[src/rtl/bch_chien_search.sv]
// Chien search for a binary BCH decoder: evaluates the error-locator polynomial at every
// codeword position (highest first), emitting one error flag per bit plus root count / failure.
module bch_chien_search #(
  parameter int m      = 4,
  parameter int k_max  = 5,
  parameter int d      = 7,
  parameter int n      = 15,
  parameter int irrpol = 19,
  parameter int ptr_w  = 4,
  localparam int t     = (d - 1) / 2,
  localparam int num_w = (t + 1 > 1) ? $clog2(t + 1) : 1
) (
  input  logic             iclk,
  input  logic             ireset,
  input  logic             iclkena,
  input  logic             iloc_poly_val,
  input  logic [m-1:0]     iloc_poly [0:t],
  input  logic [ptr_w-1:0] iloc_poly_ptr,
  output logic             ordy,
  output logic             oerr_val,
  output logic             oerr_sop,
  output logic             oerr_eop,
  output logic             oerr,
  output logic [ptr_w-1:0] oerr_ptr,
  output logic [num_w-1:0] oerr_num,
  output logic             odecfail
);

  localparam int nfield = (1 << m) - 1;
  localparam int pos_w  = (n > 1) ? $clog2(n) : 1;

  if (k_max > n || n > nfield) begin : g_bad_params
    $error("bch_chien_search: invalid code parameters");
  end

  function automatic logic [m-1:0] gf_mul(input logic [m-1:0] a, input logic [m-1:0] b);
    logic [m-1:0] acc;
    logic [m-1:0] sh;
    logic [m-1:0] poly;
    poly = irrpol[m-1:0];
    acc  = '0;
    sh   = a;
    for (int i = 0; i < m; i++) begin
      if (b[i]) acc = acc ^ sh;
      sh = sh[m-1] ? ({sh[m-2:0], 1'b0} ^ poly) : {sh[m-2:0], 1'b0};
    end
    return acc;
  endfunction

  function automatic logic [m-1:0] gf_alpha_pow(input int e);
    logic [m-1:0] r;
    logic [m-1:0] alpha;
    r        = '0;
    r[0]     = 1'b1;
    alpha    = '0;
    alpha[1] = 1'b1;
    for (int i = 0; i < nfield; i++) begin
      if (i < (e % nfield)) r = gf_mul(r, alpha);
    end
    return r;
  endfunction

  typedef enum logic {S_WAIT, S_SEARCH} state_t;

  state_t           state_q, state_d;
  logic [pos_w-1:0] pos_q, pos_d;
  logic [num_w-1:0] cnt_q, cnt_d;
  logic [num_w-1:0] deg_q, deg_d;
  logic [ptr_w-1:0] ptr_q, ptr_d;
  logic [m-1:0]     loc_q [0:t];
  logic [m-1:0]     loc_d [0:t];

  logic [m-1:0]     load_c [0:t];
  logic [m-1:0]     step_c [0:t];

  // Load constants pre-rotate so the first evaluation lands on position n-1 (shortened codes).
  for (genvar gi = 0; gi <= t; gi++) begin : g_const
    localparam logic [m-1:0] c_load = gf_alpha_pow(gi * (nfield - n + 1));
    localparam logic [m-1:0] c_step = gf_alpha_pow(gi);
    assign load_c[gi] = c_load;
    assign step_c[gi] = c_step;
  end

  logic [m-1:0]     sum;
  logic             root;
  logic             last;
  logic             accept;
  logic [num_w-1:0] cnt_total;
  logic [num_w-1:0] deg_in;

  always_comb begin
    sum = '0;
    for (int i = 0; i <= t; i++) sum = sum ^ loc_q[i];
    root   = (state_q == S_SEARCH) && (sum == '0);
    last   = (state_q == S_SEARCH) && (pos_q == '0);
    ordy   = (state_q == S_WAIT) || last;
    accept = iclkena && iloc_poly_val && ordy;
    cnt_total = (cnt_q == num_w'(t)) ? cnt_q : cnt_q + num_w'(root);
    deg_in = '0;
    for (int i = 0; i <= t; i++) begin
      if (iloc_poly[i] != '0) deg_in = num_w'(i);
    end
  end

  always_comb begin
    state_d = state_q;
    pos_d   = pos_q;
    cnt_d   = cnt_q;
    deg_d   = deg_q;
    ptr_d   = ptr_q;
    for (int i = 0; i <= t; i++) loc_d[i] = loc_q[i];
    if (iclkena) begin
      if (accept) begin
        state_d = S_SEARCH;
        pos_d   = pos_w'(n - 1);
        cnt_d   = '0;
        deg_d   = deg_in;
        ptr_d   = iloc_poly_ptr;
        for (int i = 0; i <= t; i++) loc_d[i] = gf_mul(iloc_poly[i], load_c[i]);
      end else if (state_q == S_SEARCH) begin
        cnt_d = cnt_total;
        if (last) state_d = S_WAIT;
        else      pos_d   = pos_q - 1'b1;
        for (int i = 0; i <= t; i++) loc_d[i] = gf_mul(loc_q[i], step_c[i]);
      end
    end
  end

  always_ff @(posedge iclk or posedge ireset) begin
    if (ireset) begin
      state_q <= S_WAIT;
      pos_q   <= '0;
      cnt_q   <= '0;
      deg_q   <= '0;
      for (int i = 0; i <= t; i++) loc_q[i] <= '0;
    end else begin
      state_q <= state_d;
      pos_q   <= pos_d;
      cnt_q   <= cnt_d;
      deg_q   <= deg_d;
      for (int i = 0; i <= t; i++) loc_q[i] <= loc_d[i];
    end
  end

  // The frame pointer is intentionally left out of reset.
  always_ff @(posedge iclk) begin
    ptr_q <= ptr_d;
  end

  // Λ(0)=0 or a root count that disagrees with deg(Λ) means the word was not correctable.
  always_comb begin
    oerr_val = (state_q == S_SEARCH);
    oerr_sop = (state_q == S_SEARCH) && (pos_q == pos_w'(n - 1));
    oerr_eop = last;
    oerr     = root;
    oerr_ptr = ptr_q;
    oerr_num = last ? cnt_total : '0;
    odecfail = last && ((loc_q[0] == '0) || (cnt_total != deg_q));
  end

endmodule

[config.mk]
export PLATFORM = sky130hd
export DESIGN_NAME = bch_chien_search
export DESIGN_NICKNAME = d
export VERILOG_FILES = /design/src/rtl/bch_chien_search.sv
export SDC_FILE = /design/constraint.sdc
export NUM_CORES = 1
export LEC_CHECK = 0
export BUFFER_PORTS_ARGS = -buffer_cell sky130_fd_sc_hd__buf_4
export CAP_MARGIN = 0
export CORE_UTILIZATION = 48
export DETAILED_ROUTE_END_ITERATION = 12
export PLACE_DENSITY = 0.86
export REMOVE_ABC_BUFFERS = 1
export SLEW_MARGIN = 25
export SYNTH_ARGS = -nofsm -noshare
export SYNTH_HDL_FRONTEND = slang
export SYNTH_SLANG_ARGS = --single-unit
[constraint.sdc]
create_clock -name iclk -period 1.8 [get_ports iclk]
set_input_delay 0.09 -clock iclk [delete_from_list [all_inputs] [get_ports iclk]]
set_output_delay 0.09 -clock iclk [all_outputs]
set_load 0.01 [all_outputs]
-- Yosys cells after proc, flatten, opt, wreduce, memory -nomap -nowiden
Cells that the tools add are included.
- register bits: 29
- add/subtract/negate cells: 2
- equal/unequal tests: 4
- mux-type cells: 42
- bitwise operators: 22
- reductions and logical operators: 18
- operator list (cell ; number):
    4-bit two-way mux ; 18
    2-bit two-way mux ; 18
    4-bit bitwise XOR ; 9
    2-bit inverter ; 12
    16-bit two-way mux ; 1
    4-bit logical NOT ; 3
    12-bit two-way mux ; 1
    4-bit nonzero test ; 3
    1-bit logical AND ; 6
    4-bit equality test (second input constant) ; 1
    1-bit two-way mux ; 4
    2-bit AND reduction ; 2
    4-bit by 1-bit subtractor with 4-bit output (second input constant) ; 1
    3-bit AND reduction ; 1
    2-bit by 1-bit adder with 2-bit output ; 1
    2-bit equality test (second input constant) ; 1
    1-bit logical OR ; 2
    2-bit by 1-bit inequality test with 1-bit output (second input constant) ; 1
    2-bit inequality test ; 1
    2-bit nonzero test ; 1
    1-bit inverter ; 1

-- Depth between registers and ports, before layout
- depth after elaboration: 15
- depth in mapped cells: 9
- gate-level depth less buffers: 9

-- Worst setup path after synthesis
Ideal clock, no wire load.
- path type: flip-flop to output port
- start point: reg loc_q[11] (netlist bit)
- end point: out odecfail
- arrival: 2.117 ns
- setup slack: -0.407 ns
- stages on the path, launching flop included: 9
- buffers on the path: 0
- path through: dfrtp_1 > xor2_1 > xnor2_1 > nand3_1 > nor3_1 > ha_1 > a21oi_1 > xor2_1 > a31oi_1
- longest elaborated chain between the ends: 10
- RTL lines (element ; RTL line ; text):
    from (decl) ; 70 ; logic [m-1:0] loc_q [0:t];
    4-bit bitwise XOR (3 in series) ; 93 ; for (int i = 0; i <= t; i++) sum = sum ^ loc_q[i];
    4-bit logical NOT ; 94 ; root = (state_q == S_SEARCH) && (sum == '0);
    1-bit logical AND ; 94 ;
    named net oerr ; 23 ; output logic oerr,
    2-bit by 1-bit adder with 2-bit output ; 98 ; cnt_total = (cnt_q == num_w'(t)) ? cnt_q : cnt_q + num_w'(root);
    2-bit two-way mux ; 98 ;
    2-bit inequality test ; 158 ; odecfail = last && ((loc_q[0] == '0) || (cnt_total != deg_q));
    1-bit logical OR ; 158 ;
    1-bit logical AND ; 158 ;
    to (decl) ; 26 ; output logic odecfail
The timed path passes the listed nets, and every way through them passes these cells.

-- Worst setup path after layout
- start point: reg loc_q[12] (netlist bit)
- end point: out odecfail
- longest elaborated chain between the ends: 10
- elaborated cells between the ends (all ways): 11
- classes of those cells: add/sub (1); eq/ne (1); mux (1); bitwise (3); reduce/logical (5)
- RTL lines (element ; RTL line):
    4-bit bitwise XOR (3 in series) ; 93
    4-bit logical NOT ; 94
    1-bit logical AND ; 94
    2-bit by 1-bit adder with 2-bit output ; 98
    2-bit two-way mux ; 98
    2-bit inequality test ; 158
    1-bit logical OR (*) ; 158
    1-bit logical AND (*) ; 158
Every way passes the cells marked *; elsewhere a longest branch is shown, timed or not.

==> out/metrics.csv <==
stage,metric,value,unit
cts,tritoncts,done,
worst_setup_path,rr_endpoint,cnt_q[0],
floorplanning,ios,36,
worst_setup_path,critPathBufInv,1,
floorplanning,die_area,3720,um^2
final_layout,fin_nets,286,
synth,ys_warn_count,0,
sta,worst_slack,-0.618,ns
worst_setup_path,critPathCaptureType,output pin,
sta,tightestPinTransition,0.464,ns
synth,synthDistinctLibCells,31,
power,ir_drop,0.698,mV
routing,drc,0,
routing,firstDrtPassIters,4,
worst_setup_path,rr_worst_depth,10,
routing,vias,1552,
cts,cts_root_buffer,clkbuf_4,
power,power.density,1730,nW/um^2
outcome,status,finished with violations,
synth,synth-edff-count,4,
cts,clock_sinks,29,
sta,final_hold_viol_count,0,
global_route,grt.met1_usage,27.6,%
synth,ys_top_cells_by_count,"36 x nand2_1, 25 x dfrtp_1, 17 x xor2_1",
place,hpwl,2600,um
sta,setup_violations,5,
place,port_buffers,35,
synth,seq_area_frac_synth,44.6,%
place,routabilityCongestion,0.833,
global_route,grt_first_pass_wirelength,6290,um
min_path,min-delay-start,iloc_poly[6],
min_path,hold_path_class,in -> reg,
routing,postRouteAntennaNets,0,
final_layout,instances_no_fill,304,
global_route,met3_usage,6.51,%
global_route,track_usage,24.3,%
power,power_leakage,1.17,nW
global_route,antenna_found_initial,0,
sta,rsz0062_at_grt,true,
worst_setup_path,setup.worst_path.start,loc_q[12],
min_path,hold_depth,3,
synth,ys_top_cells_by_area,"dfrtp_1 37%, xor2_1 8.9%, nand2_1 8.1%, edfxtp_1 7.2%, o21ai_0 3.9%",
routing,drt_first_iter_violations,107,
worst_setup_path,cp_data_arrival_time,2.33,ns
synth,synth_top_area_share,37.4,%
routing,viasPerCell,5.11,
cts,cts-buffers-inserted,5,
synth,synthCells,179,
global_route,met2_usage,41.3,%
floorplanning,initial_utilization,50.1,%
sta,fin_crit_sh,134,%
sta,skew,0.0112,ns
worst_setup_path,r2r_start,loc_q[12],
final_layout,area_growth,47.2,%
floorplanning,rows,21,
flow_run,max-cap-violations,0,
synth,synthesis.area,1670,um^2
cts,clock_path_buffers,2,
worst_setup_path,crit_type,reg -> out,
floorplanning,die_w,61.0,um
cts,cts_max_level,2,
sta,finalHoldWorstSlack,0.0456,ns
synth,yosysMostFrequentCell,nand2_1,
sta,period_needed,2.42,ns
sta,max_clock_freq,0.414,GHz
worst_setup_path,cpPeakStageDelay,0.43,ns
global_route,grt_max_degree,26,
final_layout,antennaDiodeCount,0,
final_layout,drive_gt1_share,36.8,%
cts,clk_latency,0.34,ns
cts,clk_pin_slew,0.10,ns
worst_setup_path,r2r_slack,-0.21,ns
min_path,min_to,loc_q[4],
place,placedCellCount,280,
floorplanning,die_y,61.0,um
synth,synthArstFlopShare,86.2,%
global_route,grt_overflow,0,
worst_setup_path,crit_fanout,3,
worst_setup_path,worstSetupStartpointType,flip-flop,
sta,maxSlewViolCount,0,
synth,syn_avg_cell_area,9.34,um^2
synth,synthFlopType,dfrtp_1,
worst_setup_path,cp_slowest_cell,dfrtp_1,
synth,yosys.area.top_type,dfrtp_1,
worst_setup_path,crit_family,XOR/XNOR gates,
worst_setup_path,crit_chain,xnor2_2 -> xnor2_1 -> nand3_1 -> nor3_2 -> ha_1 -> nand3b_1 -> o21ai_1 -> xor2_1 -> a31oi_1 -> buf_4,
outcome,violations,negative setup slack,
floorplanning,core-area,3340,um^2
synth,synth_seq_cells,29,
global_route,top_usage_layer,met2,
routing,wire_per_inst,13.9,um
routing,drt_wl_total,4220,um
sta,relSlewSlack,69.1,%
global_route,grt_pass1_vias,1420,
worst_setup_path,required,1.71,ns
## cell usage in the layout (no fill, tap or decap), drive strengths merged
cell type	instances
buf	68
nand2	36
dfrtp	25
xor2	17
nor2	16
o21ai	16
a21oi	14
inv	11
dlygate4sd3	9
xnor2	7
clkbuf	7
ha	5
nand3	4
edfxtp	4
o21a	3
or4	2
a31oi	2
o31ai	2
nor3	2
o211ai	2
nor3b	1
a2bb2oi	1
a22o	1
and4	1
nand3b	1
bufinv	1
## worst max-delay path by stage
stage                     to  slack (ns)  cells past startpoint
finish              odecfail       -0.62                     10
global placement    odecfail       -0.15                      9
CTS                 odecfail       -0.50                      9
floorplan           odecfail       -0.41                      8
detailed placement  odecfail       -0.30                      9
global route        odecfail       -0.79                     10
## timing repair
action / CTS / global route
hold buffers: 9 / 0
gates cloned: 0 / 0
hold endpoints to repair: 33 / 0
endpoints found under the setup margin: 8 / 24
setup buffers: 2 / 5
pin swaps: 0 / 1
resized for setup: 6 / 12
## per-stage QoR
stage	power [mW]	setup slack, ns	util (%)	TNS, ns	area (um^2)
3_5_place_dp	3.20	-0.299	64.8	-0.997	2160
6_report	4.24	-0.618	73.7	-1.96	2460
2_1_floorplan	2.36	-0.407	-	-2.25	1630
3_3_place_gp	3.12	-0.147	64.8	-0.283	2160
4_1_cts	3.91	-0.503	71.3	-1.41	2380
5_1_grt	4.53	-0.786	73.7	-2.65	2460
## power breakdown
group          internal [mW]  leakage, nW  switching, mW  total [mW]
Clock                  0.331       0.0455          0.237       0.569
Sequential             0.950        0.334          0.262        1.21
Combinational           1.31        0.791           1.16        2.46
Total                   2.59         1.17           1.66        4.24
## worst min-delay path, stage by stage
cell     delay [ns]
buf_4          0.09
a21oi_2        0.05
a21oi_2        0.12
## layout make-up
class | instances | area, um^2
multi-input combinational | 133 | 892
fill | 241 | 877
sequential | 29 | 746
timing repair buffer | 77 | 636
tap | 46 | 57.6
clock buffer | 7 | 55.1
inverter | 11 | 43.8
clock inverter | 1 | 30.0
## layer usage
layer  vias to the layer above  share of wire (%)
li1                        754                  -
met1                       731                 40
met2                        53                 52
met3                        14                4.7
met4                         0                3.4
met5                         -                  0
## sequential cells by signal, indices dropped and copies added (netlist names)
register,flops
pos_q,4
deg_q,2
oerr_val,1
cnt_q,2
oerr_ptr,4
loc_q,16
## logic make-up after synthesis
logic type      share of synthesized area [%]
compound gates                           17.7
buf+inv                                  4.86
simple gates                             16.5
fa+ha+maj                                3.74
flops                                    44.6
xor+xnor                                 12.6
No activity file was read; power rests on OpenSTA's default activity.
